$ cat config.mk
export PLATFORM = sky130hd
export DESIGN_NAME = alarm_buzzer
export DESIGN_NICKNAME = d
export VERILOG_FILES = /design/src/rtl/alarm_buzzer.sv
export SDC_FILE = /design/constraint.sdc
export NUM_CORES = 1
export LEC_CHECK = 0
export BUFFER_PORTS_ARGS = -buffer_cell sky130_fd_sc_hd__buf_2
export CORE_MARGIN = 2
export CORE_UTILIZATION = 45
export DETAILED_ROUTE_END_ITERATION = 10
export GPL_TIMING_DRIVEN = 0
export PLACE_DENSITY = 0.66
export SLEW_MARGIN = 25
export SYNTH_ARGS = -nofsm -noshare
export SYNTH_HDL_FRONTEND = slang
export SYNTH_SLANG_ARGS = --single-unit
$ cat constraint.sdc
create_clock -name clk_i -period 3.3 [get_ports clk_i]
set_input_delay 0.33 -clock clk_i [delete_from_list [all_inputs] [get_ports clk_i]]
set_output_delay 0.33 -clock clk_i [all_outputs]
set_load 0.005 [all_outputs]
$ cat src/rtl/alarm_buzzer.sv
// Alarm buzzer: turns the alarm-active level into a beeping square-wave buzzer drive.
// Snooze support is compiled in when ALARM_BUZZER_SNOOZE_EN is defined.
module alarm_buzzer #(
  parameter int unsigned TICK_DIV    = 100000,
  parameter int unsigned TONE_HALF   = 113636,
  parameter int unsigned BEEP_ON_MS  = 500,
  parameter int unsigned BEEP_OFF_MS = 500,
  parameter int unsigned TIMEOUT_MS  = 60000,
  parameter int unsigned SNOOZE_MS   = 300000,
  parameter int unsigned MAX_SNOOZE  = 3
) (
  input  logic clk_i,
  input  logic rst_ni,
  input  logic alarm_do_i,
  input  logic middle_i,
  output logic buzz_o,
  output logic ringing_o,
  output logic snoozed_o
);

  function automatic int unsigned w_of(input int unsigned n);
    return (n > 1) ? $clog2(n) : 1;
  endfunction

  localparam int unsigned OnOffMax = (BEEP_ON_MS > BEEP_OFF_MS) ? BEEP_ON_MS : BEEP_OFF_MS;
`ifdef ALARM_BUZZER_SNOOZE_EN
  localparam int unsigned PhaseMax = (SNOOZE_MS > OnOffMax) ? SNOOZE_MS : OnOffMax;
`else
  localparam int unsigned PhaseMax = OnOffMax;
`endif
  localparam int unsigned TickW  = w_of(TICK_DIV);
  localparam int unsigned ToneW  = w_of(TONE_HALF);
  localparam int unsigned RingW  = w_of(TIMEOUT_MS);
  localparam int unsigned PhaseW = w_of(PhaseMax);

  localparam logic [TickW-1:0]  TickLast = TickW'(TICK_DIV - 1);
  localparam logic [ToneW-1:0]  ToneLast = ToneW'(TONE_HALF - 1);
  localparam logic [RingW-1:0]  RingLast = RingW'(TIMEOUT_MS - 1);
  localparam logic [PhaseW-1:0] OnLast   = PhaseW'(BEEP_ON_MS - 1);
  localparam logic [PhaseW-1:0] OffLast  = PhaseW'(BEEP_OFF_MS - 1);

  if (TICK_DIV < 2 || TONE_HALF < 1 || BEEP_ON_MS < 1 || BEEP_OFF_MS < 1 || TIMEOUT_MS < 1 ||
      SNOOZE_MS < 1 || MAX_SNOOZE < 1) begin : g_bad_params
    $error("alarm_buzzer: invalid parameter value");
  end

`ifdef ALARM_BUZZER_SNOOZE_EN
  localparam int unsigned SnzW = w_of(MAX_SNOOZE + 1);
  localparam logic [SnzW-1:0]   SnzMax  = SnzW'(MAX_SNOOZE);
  localparam logic [PhaseW-1:0] SnzLast = PhaseW'(SNOOZE_MS - 1);

  typedef enum logic [2:0] {StIdle, StRingOn, StRingOff, StSnooze, StDone} state_e;
  logic [SnzW-1:0] snz_cnt_q;
  logic            snoozed_q;
`else
  typedef enum logic [2:0] {StIdle, StRingOn, StRingOff, StDone} state_e;
`endif

  state_e            state_q;
  logic [TickW-1:0]  tick_cnt_q;
  logic [ToneW-1:0]  tone_q;
  logic [RingW-1:0]  ring_q;
  logic [PhaseW-1:0] phase_q;
  logic [PhaseW-1:0] phase_last;
  logic              buzz_q, ringing_q;
  logic              meta_q, sync_q, sync_prev_q;
  logic              ms_tick, press, ring_end, phase_end;

  // 1 ms prescaler
  assign ms_tick = (tick_cnt_q == TickLast);

  always_ff @(posedge clk_i or negedge rst_ni) begin
    if (!rst_ni) begin
      tick_cnt_q <= '0;
    end else if (ms_tick) begin
      tick_cnt_q <= '0;
    end else begin
      tick_cnt_q <= tick_cnt_q + 1'b1;
    end
  end

  always_ff @(posedge clk_i or negedge rst_ni) begin
    if (!rst_ni) begin
      meta_q      <= 1'b0;
      sync_q      <= 1'b0;
      sync_prev_q <= 1'b0;
    end else begin
      meta_q      <= middle_i;
      sync_q      <= meta_q;
      sync_prev_q <= sync_q;
    end
  end

  assign press = sync_q & ~sync_prev_q;

  always_comb begin
    phase_last = OffLast;
    if (state_q == StRingOn) phase_last = OnLast;
`ifdef ALARM_BUZZER_SNOOZE_EN
    if (state_q == StSnooze) phase_last = SnzLast;
`endif
  end

  assign phase_end = ms_tick && (phase_q == phase_last);
  assign ring_end  = ms_tick && (ring_q == RingLast);

  always_ff @(posedge clk_i or negedge rst_ni) begin
    if (!rst_ni) begin
      state_q   <= StIdle;
      phase_q   <= '0;
      ring_q    <= '0;
      tone_q    <= '0;
      buzz_q    <= 1'b0;
      ringing_q <= 1'b0;
`ifdef ALARM_BUZZER_SNOOZE_EN
      snz_cnt_q <= '0;
      snoozed_q <= 1'b0;
`endif
    end else if (!alarm_do_i) begin
      // Dropping the request overrides everything and re-arms from IDLE.
      state_q   <= StIdle;
      buzz_q    <= 1'b0;
      ringing_q <= 1'b0;
`ifdef ALARM_BUZZER_SNOOZE_EN
      snz_cnt_q <= '0;
      snoozed_q <= 1'b0;
`endif
    end else begin
      unique case (state_q)
        StIdle: begin
          state_q   <= StRingOn;
          phase_q   <= '0;
          ring_q    <= '0;
          tone_q    <= '0;
          buzz_q    <= 1'b0;
          ringing_q <= 1'b1;
        end
        StRingOn, StRingOff: begin
          if (ms_tick && !ring_end) ring_q <= ring_q + 1'b1;
          if (ms_tick && !phase_end) phase_q <= phase_q + 1'b1;
          if (state_q == StRingOn) begin
            if (tone_q == ToneLast) begin
              tone_q <= '0;
              buzz_q <= ~buzz_q;
            end else begin
              tone_q <= tone_q + 1'b1;
            end
          end
          // Later assignments win: timeout beats press beats the beep cadence.
          if (ring_end) begin
            state_q   <= StDone;
            buzz_q    <= 1'b0;
            ringing_q <= 1'b0;
          end else if (press) begin
            buzz_q    <= 1'b0;
            ringing_q <= 1'b0;
`ifdef ALARM_BUZZER_SNOOZE_EN
            if (snz_cnt_q != SnzMax) begin
              state_q   <= StSnooze;
              snz_cnt_q <= snz_cnt_q + 1'b1;
              snoozed_q <= 1'b1;
              phase_q   <= '0;
            end else begin
              state_q <= StDone;
            end
`else
            state_q <= StDone;
`endif
          end else if (phase_end) begin
            phase_q <= '0;
            tone_q  <= '0;
            buzz_q  <= 1'b0;
            state_q <= (state_q == StRingOn) ? StRingOff : StRingOn;
          end
        end
`ifdef ALARM_BUZZER_SNOOZE_EN
        StSnooze: begin
          if (phase_end) begin
            state_q   <= StRingOn;
            phase_q   <= '0;
            ring_q    <= '0;
            tone_q    <= '0;
            buzz_q    <= 1'b0;
            ringing_q <= 1'b1;
            snoozed_q <= 1'b0;
          end else if (ms_tick) begin
            phase_q <= phase_q + 1'b1;
          end
        end
`endif
        StDone: ;
        default: state_q <= StIdle;
      endcase
    end
  end

  assign buzz_o    = buzz_q;
  assign ringing_o = ringing_q;
`ifdef ALARM_BUZZER_SNOOZE_EN
  assign snoozed_o = snoozed_q;
`else
  assign snoozed_o = 1'b0;
`endif

endmodule
==> results.txt <==
----------------------------------------------------
[Power and ir drop]
  Peak ir drop on the vdd network ... 0.000338 V
  Static leakage ... 1.65 nW
  Total power density per cell area ... 512 nW/um^2
  Final Total Pwr ... 2.11 mW

[Synthesis]
  Cell count after synthesis ... 396
  Share of the yosys chip area belonging to registers ... 0.450
  Cell Area, Synth ... 3670 sq um
  Number of different library cells in the post-synthesis netlist ... 53
  Most instantiated library cell after synthesis ... sky130_fd_sc_hd__dfrtp_1
  Biggest area contributors in the synthesized netlist ... sky130_fd_sc_hd__dfrtp_1 45%, sky130_fd_sc_hd__nand4_1 4.4%, sky130_fd_sc_hd__nand2_1 3.9%
  Main synth FF type ... sky130_fd_sc_hd__dfrtp_1
  Proportion of register bits with asynchronous set or reset after synthesis ... 1.00
  Number of enable flip-flop cells after synthesis ... 0
  Post-synthesis area per instance ... 9.28 sq um
  Cell type with the highest aggregate area in the netlist ... sky130_fd_sc_hd__dfrtp_1
  Fraction of synthesized cell area taken by the top area cell type ... 0.450
  Count of yosys warnings during synthesis ... 0
  List of most frequent post-synthesis cells ... 66 x sky130_fd_sc_hd__dfrtp_1, 38 x sky130_fd_sc_hd__nand2_1, 30 x sky130_fd_sc_hd__nor2_1, 28 x sky130_fd_sc_hd__nand3_1, 26 x sky130_fd_sc_hd__nand4_1
  Net count of the mapped netlist ... 409
  Number of synthesized register bits ... 66

[Worst hold path]
  Worst Hold Endpoint ... meta_q$_DFF_PN0_
  Path class of the lowest-slack min-delay path ... in -> reg
  Hold Path Depth ... 1
  Launch point of the worst hold path ... middle_i

[Worst setup path]
  Reg2Reg Capture Point ... tone_q[10]$_DFFE_PN0P_
  Maximum fanout along the worst path ... 10
  Required time of the critical path ... 3.53 ns
  RR Startpoint ... tick_cnt_q[13]$_DFF_PN0_
  Signal arrival time at the worst endpoint ... 3.22 ns
  Crit Path Class ... reg -> reg
  Element type at the critical path end ... flop
  Kind of start point of the critical path ... flop
  R2R Setup Slk ... 0.31 ns
  Worst reg2reg path depth ... 8

[Detailed routing]
  Wire length after detailed routing ... 7720 microns
  DRC marker count from the first detailed-route iteration ... 218
  Number of nets still failing antenna checks after routing ... 0
  Pre-Repair DR Iteration Count ... 4
  Average routed wire per standard cell ... 14.8 microns
  Via count ... 3036
  Number of vias per cell ... 5.83
  DRC ... 0

[Global route]
  Antenna violations before repair ... 0
  Number of global-route vias before repair ... 2848
  Overflow left after global routing ... 0
  Pin count of the biggest net entering global routing ... 45
  Total GRT Usage ... 0.194
  First-pass GRT wire length ... 13600 microns

[Place]
  Number of buffer cells added on primary ports ... 5
  # placed instances ... 504
  Routability cong. ... 0.851
  DP HPWL ... 5430 microns

[Clock network]
  Clk slew on worst S/H paths ... 0.08 ns
  CTS Sinks ... 66
  TritonCTS clock tree ... built
  Number of H-tree levels ... 3
  Skew-Pair Late Insertion Delay ... 0.36 ns
  Library cell used as clock root buffer ... sky130_fd_sc_hd__clkbuf_8
  Longest Clk Path Bufs ... 2
  Total CTS buffers ... 9
  Setup Buffers After CTS ... 0

[Die]
  Starting density of the core ... 0.471
  Floorplan die height ... 94.4 microns
  Count of pins on the block boundary ... 7
  Placement Rows ... 32
  Die width ... 94.4 microns
  Die Outline Area ... 8900 sq um
  Core outline area ... 7810 sq um

[STA]
  Total Neg Setup Slack ... 0 ns
  Setup repair after global routing missed its margin ... no
  Ratio of final minimum period to clock period ... 0.906
  Worst clock skew ... 0.0112 ns
  Relative max-transition margin ... 0.508
  Transition time at the pin with the least slew margin ... 0.732 ns
  Final Max Slew Viols ... 0
  Setup violations, final ... 0
  Final hold vios ... 0
  Upper clock frequency limit ... 335 MHz
  Time the final worst path needs with I/O delays and setup ... 2.99 ns

[Final layout]
  Area growth syn-to-layout ... 12.5%
  N_diodes ... 0
  Fraction of final layout cells with drive strength greater than 1 ... 0.103
  Number of nets at the end of the flow ... 427
  Number of standard cells in the final layout excluding fillers ... 521

[Outcome]
  Status ... complete, no violations

[Flow run]
  Max cap viols ... 0

----------------------------------------------------
cells by family after synthesis:
family / Yosys count / share of synthesized area
simple gates: 188 / 0.279
compound gates: 85 / 0.153
flops: 66 / 0.450
buf+inv: 25 / 0.0330
xor+xnor: 19 / 0.0453
fa+ha+maj: 9 / 0.0307
mux: 3 / 0.00851
other cells: 1 / 0.00102
worst max-delay path, cell delays in order (launching register included):
cell and delay [ns]:
sky130_fd_sc_hd__dfrtp_1 0.42, sky130_fd_sc_hd__or4b_1 0.62, sky130_fd_sc_hd__or4_4 0.55, sky130_fd_sc_hd__buf_6 0.16, sky130_fd_sc_hd__or4b_4 0.53, sky130_fd_sc_hd__buf_6 0.15
sky130_fd_sc_hd__buf_2 0.19, sky130_fd_sc_hd__a22oi_1 0.15, sky130_fd_sc_hd__o21ai_1 0.09
flip-flops by register name, summed over array words and instances (netlist names):
register,flops
buzz_o,1
meta_q,1
phase_q,9
ring_q,16
ringing_o,1
state_q,2
sync_prev_q,1
sync_q,1
tick_cnt_q,17
tone_q,17
per-stage QoR:
stage | hold slack, ns | worst slack [ns] | instance area, sq um | utilization
finish | 0.0760 | 0.311 | 4130 | 0.529
CTS | 0.0694 | 0.181 | 4120 | 0.528
global placement | 0.352 | 0.254 | 3830 | 0.490
global route | 0.0655 | 0.141 | 4130 | 0.529
detailed placement | 0.254 | 0.191 | 3860 | 0.495
floorplan | 0.0344 | 0.483 | 3670 | -
timing repair:
item	CTS	global route
setup endpoints to repair	0	6
endpoints found under the hold margin	22	0
hold buffers	1	0
resized for setup	0	2
worst max path at each step:
stage | from | end | slack [ns] | depth (start not counted)
after global placement | tick_cnt_q[6]$_DFF_PN0_ | ring_q[15]$_DFFE_PN0P_ | 0.25 | 5
after global routing | state_q[0]$_DFFE_PN0P_ | tone_q[4]$_DFFE_PN0P_ | 0.14 | 10
after CTS | tick_cnt_q[6]$_DFF_PN0_ | ring_q[15]$_DFFE_PN0P_ | 0.18 | 5
after detailed placement | tick_cnt_q[13]$_DFF_PN0_ | ring_q[15]$_DFFE_PN0P_ | 0.19 | 5
final | tick_cnt_q[13]$_DFF_PN0_ | tone_q[10]$_DFFE_PN0P_ | 0.31 | 8
after floorplan | tick_cnt_q[6]$_DFF_PN0_ | tone_q[1]$_DFFE_PN0P_ | 0.48 | 7
cell usage in the layout (no fill, tap or decap), types with 7 or more instances in the layout:
cell type / count
sky130_fd_sc_hd__clkbuf_8: 9
sky130_fd_sc_hd__dfrtp_1: 66
sky130_fd_sc_hd__xnor2_1: 9
sky130_fd_sc_hd__nand2_1: 38
sky130_fd_sc_hd__inv_1: 9
sky130_fd_sc_hd__nand4_1: 26
sky130_fd_sc_hd__clkbuf_1: 11
sky130_fd_sc_hd__and3_1: 7
sky130_fd_sc_hd__a31oi_1: 9
sky130_fd_sc_hd__nand3_1: 28
sky130_fd_sc_hd__or3_1: 13
sky130_fd_sc_hd__nor2_1: 30
sky130_fd_sc_hd__ha_1: 9
sky130_fd_sc_hd__a21oi_1: 17
sky130_fd_sc_hd__xor2_1: 10
sky130_fd_sc_hd__o21ai_0: 24
power breakdown:
group | switching, mW | internal (mW) | total, mW | leakage (nW)
combinational | 0.272 | 0.130 | 0.402 | 0.630
clock | 0.343 | 0.509 | 0.853 | 0.124
sequential | 0.0254 | 0.834 | 0.859 | 0.898
routing by layer:
metal	vias to the layer above	track usage	share of wire	wire, microns
met4	0	0.0713	0.016	121
met2	43	0.290	0.44	3380
met5	-	0	0	0
met1	1465	0.281	0.52	3990
li1	1518	-	-	-
met3	10	0.0383	0.029	225
final cells by class:
| cell class | count | area [sq um] |
|---|---|---|
| fill | 721 | 3680 |
| multi-input combinational | 305 | 1920 |
| sequential | 66 | 1650 |
| tap | 102 | 128 |
| clock inverter | 7 | 125 |
| clock buffer | 9 | 124 |
| buffer | 16 | 87.6 |
| timing repair buffer | 7 | 65.1 |
| inverter | 9 | 33.8 |
No activity file was read; power rests on OpenSTA's default activity.
